File: src/rtl/cache_fill_fsm.sv
// Miss-fill controller: streams one cache block from pipelined main memory into the data array, then writes the tag.
// Optional critical-word-first ordering is enabled by defining CACHE_FILL_CWF_EN.
module cache_fill_fsm #(
  parameter int WORDS_PER_BLOCK = 8,
  parameter int ADDR_WIDTH      = 16
) (
  input  logic                  clk,
  input  logic                  rst_n,
  input  logic                  miss_detected,
  input  logic [ADDR_WIDTH-1:0] miss_address,
  input  logic [15:0]           memory_data,
  input  logic                  memory_data_valid,
  output logic                  fsm_busy,
  output logic                  mem_en,
  output logic [ADDR_WIDTH-1:0] memory_address,
  output logic                  write_data_array,
  output logic [ADDR_WIDTH-1:0] fill_address,
  output logic [15:0]           fill_data,
  output logic                  write_tag_array
);

  localparam int OW = $clog2(WORDS_PER_BLOCK);
  localparam int CW = OW + 1;
  localparam int TW = ADDR_WIDTH - OW - 1;
  localparam logic [CW-1:0] W_CNT = CW'(WORDS_PER_BLOCK);

  typedef enum logic {IDLE, FILL} state_t;

  state_t        state, state_nxt;
  logic [CW-1:0] ic, rc;
  logic [TW-1:0] tag_bits;
  logic [OW-1:0] start;
  logic [OW-1:0] issue_off, ret_off;
  logic          unused_addr_bits;

  // Byte-select bit never reaches the outputs; word-offset bits only matter with critical-word-first.
  assign unused_addr_bits = ^miss_address[OW:0];

  always_ff @(posedge clk) begin
    if (!rst_n) begin
      state <= IDLE;
      ic    <= '0;
      rc    <= '0;
    end else begin
      state <= state_nxt;
      if (state == IDLE) begin
        ic <= '0;
        rc <= '0;
      end else begin
        if (ic != W_CNT) ic <= ic + 1'b1;
        if (memory_data_valid) rc <= rc + 1'b1;
      end
    end
  end

  // Block base and start offset are data: only meaningful while in FILL, so no reset.
  always_ff @(posedge clk) begin
    if (state == IDLE && miss_detected) begin
      tag_bits <= miss_address[ADDR_WIDTH-1:OW+1];
`ifdef CACHE_FILL_CWF_EN
      start    <= miss_address[OW:1];
`else
      start    <= '0;
`endif
    end
  end

  always_comb begin
    state_nxt = state;
    case (state)
      IDLE: if (miss_detected) state_nxt = FILL;
      FILL: if (memory_data_valid && rc == W_CNT - 1'b1) state_nxt = IDLE;
      default: state_nxt = IDLE;
    endcase
  end

  // Offsets wrap inside the block, so the tag bits are never carried into.
  always_comb begin
    fsm_busy         = 1'b0;
    mem_en           = 1'b0;
    memory_address   = '0;
    write_data_array = 1'b0;
    fill_address     = '0;
    fill_data        = memory_data;
    write_tag_array  = 1'b0;
    issue_off        = start + ic[OW-1:0];
    ret_off          = start + rc[OW-1:0];
    if (state == FILL) begin
      fsm_busy = 1'b1;
      if (ic != W_CNT) begin
        mem_en         = 1'b1;
        memory_address = {tag_bits, issue_off, 1'b0};
      end
      if (memory_data_valid) begin
        write_data_array = 1'b1;
        fill_address     = {tag_bits, ret_off, 1'b0};
        write_tag_array  = (rc == W_CNT - 1'b1);
      end
    end
  end

endmodule

File: config.mk
export PLATFORM = sky130hd
export DESIGN_NAME = cache_fill_fsm
export DESIGN_NICKNAME = d
export VERILOG_FILES = /design/src/rtl/cache_fill_fsm.sv
export SDC_FILE = /design/constraint.sdc
export NUM_CORES = 1
export LEC_CHECK = 0
export BUFFER_PORTS_ARGS = -buffer_cell sky130_fd_sc_hd__buf_2
export CORE_ASPECT_RATIO = 0.9
export CORE_UTILIZATION = 35
export CTS_BUF_LIST = sky130_fd_sc_hd__clkbuf_16
export DETAILED_ROUTE_END_ITERATION = 12
export GPL_TIMING_DRIVEN = 0
export PLACE_DENSITY = 0.75
export RECOVER_POWER = 50
export SLEW_MARGIN = 25
export SYNTH_ARGS = -nofsm -noshare
export SYNTH_HDL_FRONTEND = slang
export SYNTH_SLANG_ARGS = --single-unit
export TNS_END_PERCENT = 50
File: constraint.sdc
create_clock -name clk -period 1.2 [get_ports clk]
set_clock_uncertainty 0.2 [all_clocks]
set_input_delay 0.18 -clock clk [delete_from_list [all_inputs] [get_ports clk]]
set_output_delay 0.18 -clock clk [all_outputs]
set_load 0.02 [all_outputs]
# Yosys cells after proc, flatten, opt, wreduce, memory -nomap -nowiden
# Cells that the tools add are included.
[classes] add_sub_neg=2 eq_ne=2 n_mux=14 bitwise=1 n_reduce_logical=3
[op_table] operator="2-to-1 mux 16 bit" n=4
[op_table] operator="2-to-1 mux 1 bit" n=9
[op_table] operator="adder 4 x 1 -> 4 bit (second input constant)" n=2
[op_table] operator="== test 4 x 3 -> 1 bit (second input constant)" n=1
[op_table] operator="!= test 4 bit (second input constant)" n=1
[op_table] operator="logical AND 1 bit" n=2
[op_table] operator="one-hot mux 1 bit (2 select lines)" n=1
[op_table] operator="AND reduction 2 bit" n=1
[op_table] operator="inverter 1 bit" n=1
[word_totals] ff_bits=21 out_inout_bits=52 word_cells=26

# Depth between registers and ports, before layout
# Gate-level depths: netlist of the first run.
[depth] word_depth=4 depth_mapped=5 ltp_nobuf=5

# Worst setup path before layout of the first run
# Ideal clock, no wire load.
[synth_timing] path_kind="flip-flop to output port" from="register ic[0]" to="output memory_address[12]" arrival_ns=1.142 t_required_ns=0.820 path_slack_ns=-0.322 stages_incl_launch_ff=6 path_buffers=1 cell_sequence="dfxtp_1 inv_1 ha_1 nand3b_4 buf_6 and3_1"
[synth_via] elab_chain_cells=3
[synth_rtl] element="start: declaration" line_no="30" text="logic [CW-1:0] ic, rc;"
[synth_rtl] element="start signal: assignment" line_no="50" text="if (ic != W_CNT) ic <= ic + 1'b1;"
[synth_rtl] element="!= test 4 bit" line_no="90" text="if (ic != W_CNT) begin"
[synth_rtl] element="2-to-1 mux 16 bit" line_no="90"
[synth_rtl] element="2-to-1 mux 16 bit" line_no="88" text="if (state == FILL) begin"
[synth_rtl] element="end: declaration" line_no="15" text="output logic [ADDR_WIDTH-1:0] memory_address,"
# No other way between the ends.

# Worst setup path after layout of the first run
[layout_timing] from="register ic[1]" to="output memory_address[5]"
# Same word-level chain as after synthesis.

==> flow_summary.toml, run 1 <==
[placed_design]
gp_congestion = 0.711
hpwlAfterDp_um = 1990
io_buffers = 65
dp.cells = 218

[clocking]
root_buffer = "clkbuf_16"
cts_max_level = 1
clock_latency_ns = 0.25
clkTransAtPathRegs_ns = 0.06
cts_tree = "done"
cts-buffers-inserted = 3
cts_buffer_depth = 2
cts.sinks = 21

[timing]
setup_violations = 50
layout_setup_ws_ns = -0.546
rsz0062_at_grt = "true"
min_period_ns = 1.75
maxSlewViolCount = 0
finalHoldViolCount = 0
clock.fmax_ghz = 0.573
finalCritPeriodShare = 1.46

[global_route]
antenna_found_initial = 0
track_usage = 0.211
overflow = 0
grt_max_degree = 13
grt_pass1_vias = 1190
grt_pass1_wl_um = 5710

[logic_synthesis]
ys_warn_count = 0
synth_most_common_cell = "and3_1"
async_reset_ff_frac = 0
avgSynthCellArea_um2 = 10.4
yosysSeqAreaShare = 0.473
syn_area_um2 = 1140
ys_top_cells_by_count = "and3_1, buf_4, edfxtp_1"
synth.distinct_cells = 26
synth_top_area_share = 0.315
synth_seq_cells = 21
synth_area_leaders = "edfxtp_1, dfxtp_1, and3_1"
syn_inst = 110
yosys_most_used_dff = "edfxtp_1"
yosysTopAreaCell = "edfxtp_1"
synth_edf_count = 12

[layout]
syn_to_final_growth_pct = 94.5
fillerInstances = 222
stdcell_count = 251
antennaDiodeCount = 0
fin_nets = 249
final_util = 0.719
seq_area_um2 = 554
drive_gt1_frac = 0.641
multi_input_area_um2 = 567

[die]
start_util = 0.370
die_h_um = 56.2
core_um2 = 3090
pin_count = 88
die_area_um2 = 3500
row_count = 19
die_w_um = 62.2

[setup_path]
r2r_start = "state"
reg2reg_to = "tag_bits[7]"
startpoint = "ic[1]"
crit_end = "memory_address[5]"
cp-end-kind = "output pin"
rrSetupSlack_ns = -0.29
critPathRequiredTime_ns = 0.82
setup.worst_path.class = "flop to output pin"
startpoint_type = "flop"
cp.arrival_ns = 1.37
ff2ff_path_depth = 3
worstPathMaxFanout = 7

[routing]
first_pass_iters = 4
drt-total-wl_um = 3930
drt.antenna.violating_nets = 0
vias = 1167
drc = 0
post_drt_wl_per_cell_um = 15.7
vias_per_cell = 4.65
drt_iter0_markers = 15

[min_path]
hp-class = "primary input to flop"
min_from = "miss_detected"
min_path_cells = 3

[pwr]
peakVddDrop_mv = 0.928
p_per_area_nw_per_um2 = 917
leakage_nw = 1.03

[job]
cap_viol_max_count = 0

[outcome]
failed_checks = "setup timing"
status = "complete, but fails checks"
per-layer routing:
| layer | vias up | GRT usage | share of wire |
|---|---|---|---|
| met1 | 539 | 0.226 | 0.39 |
| li1 | 557 | - | - |
| met5 | - | 0 | 0 |
| met2 | 67 | 0.421 | 0.53 |
| met4 | 0 | 0.0498 | 0.010 |
| met3 | 4 | 0.0410 | 0.066 |
how the worst min path moves through the flow:
stage,to
floorplan,tag_bits[0]
global placement,tag_bits[0]
detailed placement,tag_bits[4]
CTS,state
global route,state
finish,state
cell type report:
class	count	share of cell area
Timing Repair Buffer	94	0.340
Multi-Input combinational cell	64	0.255
Clock inverter	1	0.00169
Buffer	24	0.0912
Inverter	2	0.00563
Clock buffer	3	0.0338
Sequential cell	21	0.249
Tap cell	42	0.0236
cells by family (layout without fill, tap and decap cells):
group                    count (synthesis)  count (layout)  synth area share
flip-flops                              21              21             0.473
other                                    1               2           0.00328
XOR/XNOR                                 5               5            0.0383
AND/OR/NAND/NOR                         50              50             0.272
adder cells (fa/ha/maj)                  3               3            0.0329
multiplexers                             2               2            0.0175
buffers and inverters                   26             124             0.154
AO/OA/AOI/OAI                            2               2           0.00875
through the flow:
step | setup WS (ns) | setup TNS (ns) | total power [mW] | instance area, um2 | hold WS, ns
after CTS | -0.525 | -14.58 | 1.98 | 2120 | 0.00926
after global placement | -0.341 | -8.02 | 1.18 | 1610 | 0.156
after global routing | -0.586 | -18.64 | 2.09 | 2220 | 0.0547
after floorplan | -0.172 | -2.97 | 1.07 | 1230 | 0.0789
after detailed placement | -0.369 | -9.19 | 1.18 | 1610 | 0.158
final | -0.546 | -17.07 | 2.04 | 2220 | 0.0380
critical path, stage by stage (launching register included):
cell      delay, ns
dfxtp_4        0.35
inv_4          0.06
ha_4           0.14
nand3b_4       0.12
buf_6          0.16
and3_4         0.16
buf_6          0.12
what timing repair did:
action	4_1_cts	5_1_grt
setup endpoints to repair	47	50
gates resized for setup	73	27
setup buffers	8	5
hold buffers	13	0
pin swaps	3	3
endpoints found under the hold margin	13	0
cloned	3	0
where the power goes:
group | leakage [nW] | total (mW) | switching, mW | internal [mW]
clock | 0.0423 | 0.700 | 0.256 | 0.444
sequential | 0.190 | 0.820 | 0.0264 | 0.793
combinational | 0.797 | 0.518 | 0.241 | 0.277
total | 1.03 | 2.04 | 0.523 | 1.51
flip-flops by register name, indices dropped and copies added, names as in the netlist:
| name | flops |
|---|---|
| tag_bits | 12 |
| rc | 4 |
| state | 1 |
| ic | 4 |
layout by cell type, fill, tap and decap left out, types with 2 or more instances in the layout:
cell and instances:
buf_8 2, dfxtp_2 2, mux2i_1 2, buf_2 19, dfxtp_1 4, dfxtp_4 3, nand2_1 2, and2_4 3
clkbuf_1 16, and3_1 6, ha_2 2, dlygate4sd3_1 13, and3_2 3, and3_4 19, conb_1 2, inv_4 2
buf_6 34, buf_4 31, nor2_1 7, edfxtp_1 12, clkbuf_16 3, xor2_1 3
No activity file was read; power rests on OpenSTA's default activity.
==> run 2, diff against run 1 <==
BUFFER_PORTS_ARGS = default   (was -buffer_cell sky130_fd_sc_hd__buf_2)
CORE_UTILIZATION = 50   (was 35)
DONT_BUFFER_PORTS = 1   (was default)
PLACE_DENSITY = 0.68   (was 0.75)
==> flow_summary.toml, run 2 (same netlist as run 1, synthesis figures left out) <==
[layout]
final_common_cell = "and3_4"
multi_input_area_um2 = 588
final_util = 0.768
fin_nets = 179
largest_reg_flops = 12
syn_to_final_growth_pct = 45.3
mostFrequentLayoutCells = "and3_4, clkbuf_1, dlygate4sd3_1, edfxtp_1"
largest_register = "tag_bits"
antennaDiodeCount = 0
top_regs = "tag_bits x12, ic x4, rc x4"
drive_gt1_frac = 0.482
seq_area_um2 = 553
fillerInstances = 163

[job]
cap_viol_max_count = 0

[timing]
finalCritPeriodShare = 1.38
min_period_ns = 1.66
hold_ws_ns = 0.0677
layout_setup_ws_ns = -0.457
finalHoldViolCount = 0
rsz0062_at_grt = "true"
maxSlewViolCount = 0
setup_violations = 49
clock.fmax_ghz = 0.603
finalSetupTns_ns = -15.71

[routing]
drc = 0
drt.antenna.violating_nets = 0
drt-total-wl_um = 2820
vias = 888
drt_iter0_markers = 15
post_drt_wl_per_cell_um = 17.0
vias_per_cell = 5.35
first_pass_iters = 4

[clocking]
clkTransAtPathRegs_ns = 0.06
cts.sinks = 21
cts_buffer_depth = 2
cts_tree = "done"
cts_max_level = 1
cts-buffers-inserted = 3
root_buffer = "clkbuf_16"
clock_latency_ns = 0.25

[setup_path]
startpoint_type = "flop"
cp.arrival_ns = 1.28
worstPathMaxFanout = 8
setup.worst_path.class = "flop to output pin"
cp-end-kind = "output pin"
cp_cell_sequence = "inv_2, ha_4, nand3b_4, buf_6, and3_4"
critPathRequiredTime_ns = 0.82
critPathMaxStageDelay_ns = 0.35
critical_path.slowest_cell = "dfxtp_4"
crit_family = "flip-flops"
path_buf_inv = 2

[die]
die_h_um = 47.3
row_count = 16
die_w_um = 52.4
pin_count = 88
die_area_um2 = 2480
core_um2 = 2160
start_util = 0.528

[global_route]
grt_max_degree = 13
grt_pass1_vias = 855
track_usage = 0.230
grt_pass1_wl_um = 3970
antenna_found_initial = 0
overflow = 0

[pwr]
leakage_nw = 0.669
peakVddDrop_mv = 1.31
p_per_area_nw_per_um2 = 1130

[min_path]
hp-class = "primary input to flop"

[placed_design]
gp_congestion = 0.719
hpwlAfterDp_um = 1660
io_buffers = 0

[outcome]
failed_checks = "setup timing"
status = "complete, but fails checks"
-- run 2: changes by cell type in the layout (fill, tap and decap cells not counted), sizes merged --
cell,delta
buf,-72
dlygate4sd3,+2
-- run 2: tightest hold or removal path, delay by kind of cell --
kind	cells	cell delay (ns)
xor gates and xnor gates	1	0.07
buffers and inverters	1	0.14
and+or+nand+nor	1	0.08
-- run 2: final timing paths --
kind,start,to,slack (ns),cells after the start
max,ic[0],memory_address[1],-0.46,5
min,memory_data_valid,rc[0],0.07,3
max reg2reg,state,tag_bits[6],-0.33,3
min reg2reg,ic[2],ic[2],0.30,2
-- run 2: repair_timing --
action                                  CTS  global route
hold endpoints to repair                 13             8
setup buffers                             3             3
hold buffers                             14             1
endpoints found under the setup margin   48            54
gates cloned                              2             1
gates resized for setup                  42            11
pin swaps                                10             5
-- run 2: final cells by class --
cell class,instances,area share
sequential,21,0.333
clock buffer,3,0.0452
clock inverter,1,0.00226
buffer,24,0.0882
inverter,2,0.00452
multi-input combinational,64,0.354
timing repair buffer,24,0.152
tap,27,0.0203
-- run 2: per-stage QoR --
stage	area [um2]	cells	worst slack [ns]	power, mW
final	1660	166	-0.457	1.87
after global routing	1660	166	-0.509	1.93
after CTS	1640	161	-0.480	1.85
after detailed placement	1260	138	-0.290	1.10
after global placement	1260	138	-0.278	1.10
after floorplan	1230	111	-0.172	1.07
-- run 2: layer usage --
metal	global-route usage	wire length [um]	up-vias
met3	0.0583	230	2
met5	0	0	-
met4	0.0789	17	0
met1	0.272	1070	415
met2	0.410	1500	56
li1	-	-	415
-- run 2: power by group --
part | switching, mW | total [mW] | internal (mW)
sequential | 0.0269 | 0.820 | 0.793
clock | 0.243 | 0.686 | 0.443
combinational | 0.197 | 0.365 | 0.169
total | 0.466 | 1.87 | 1.40
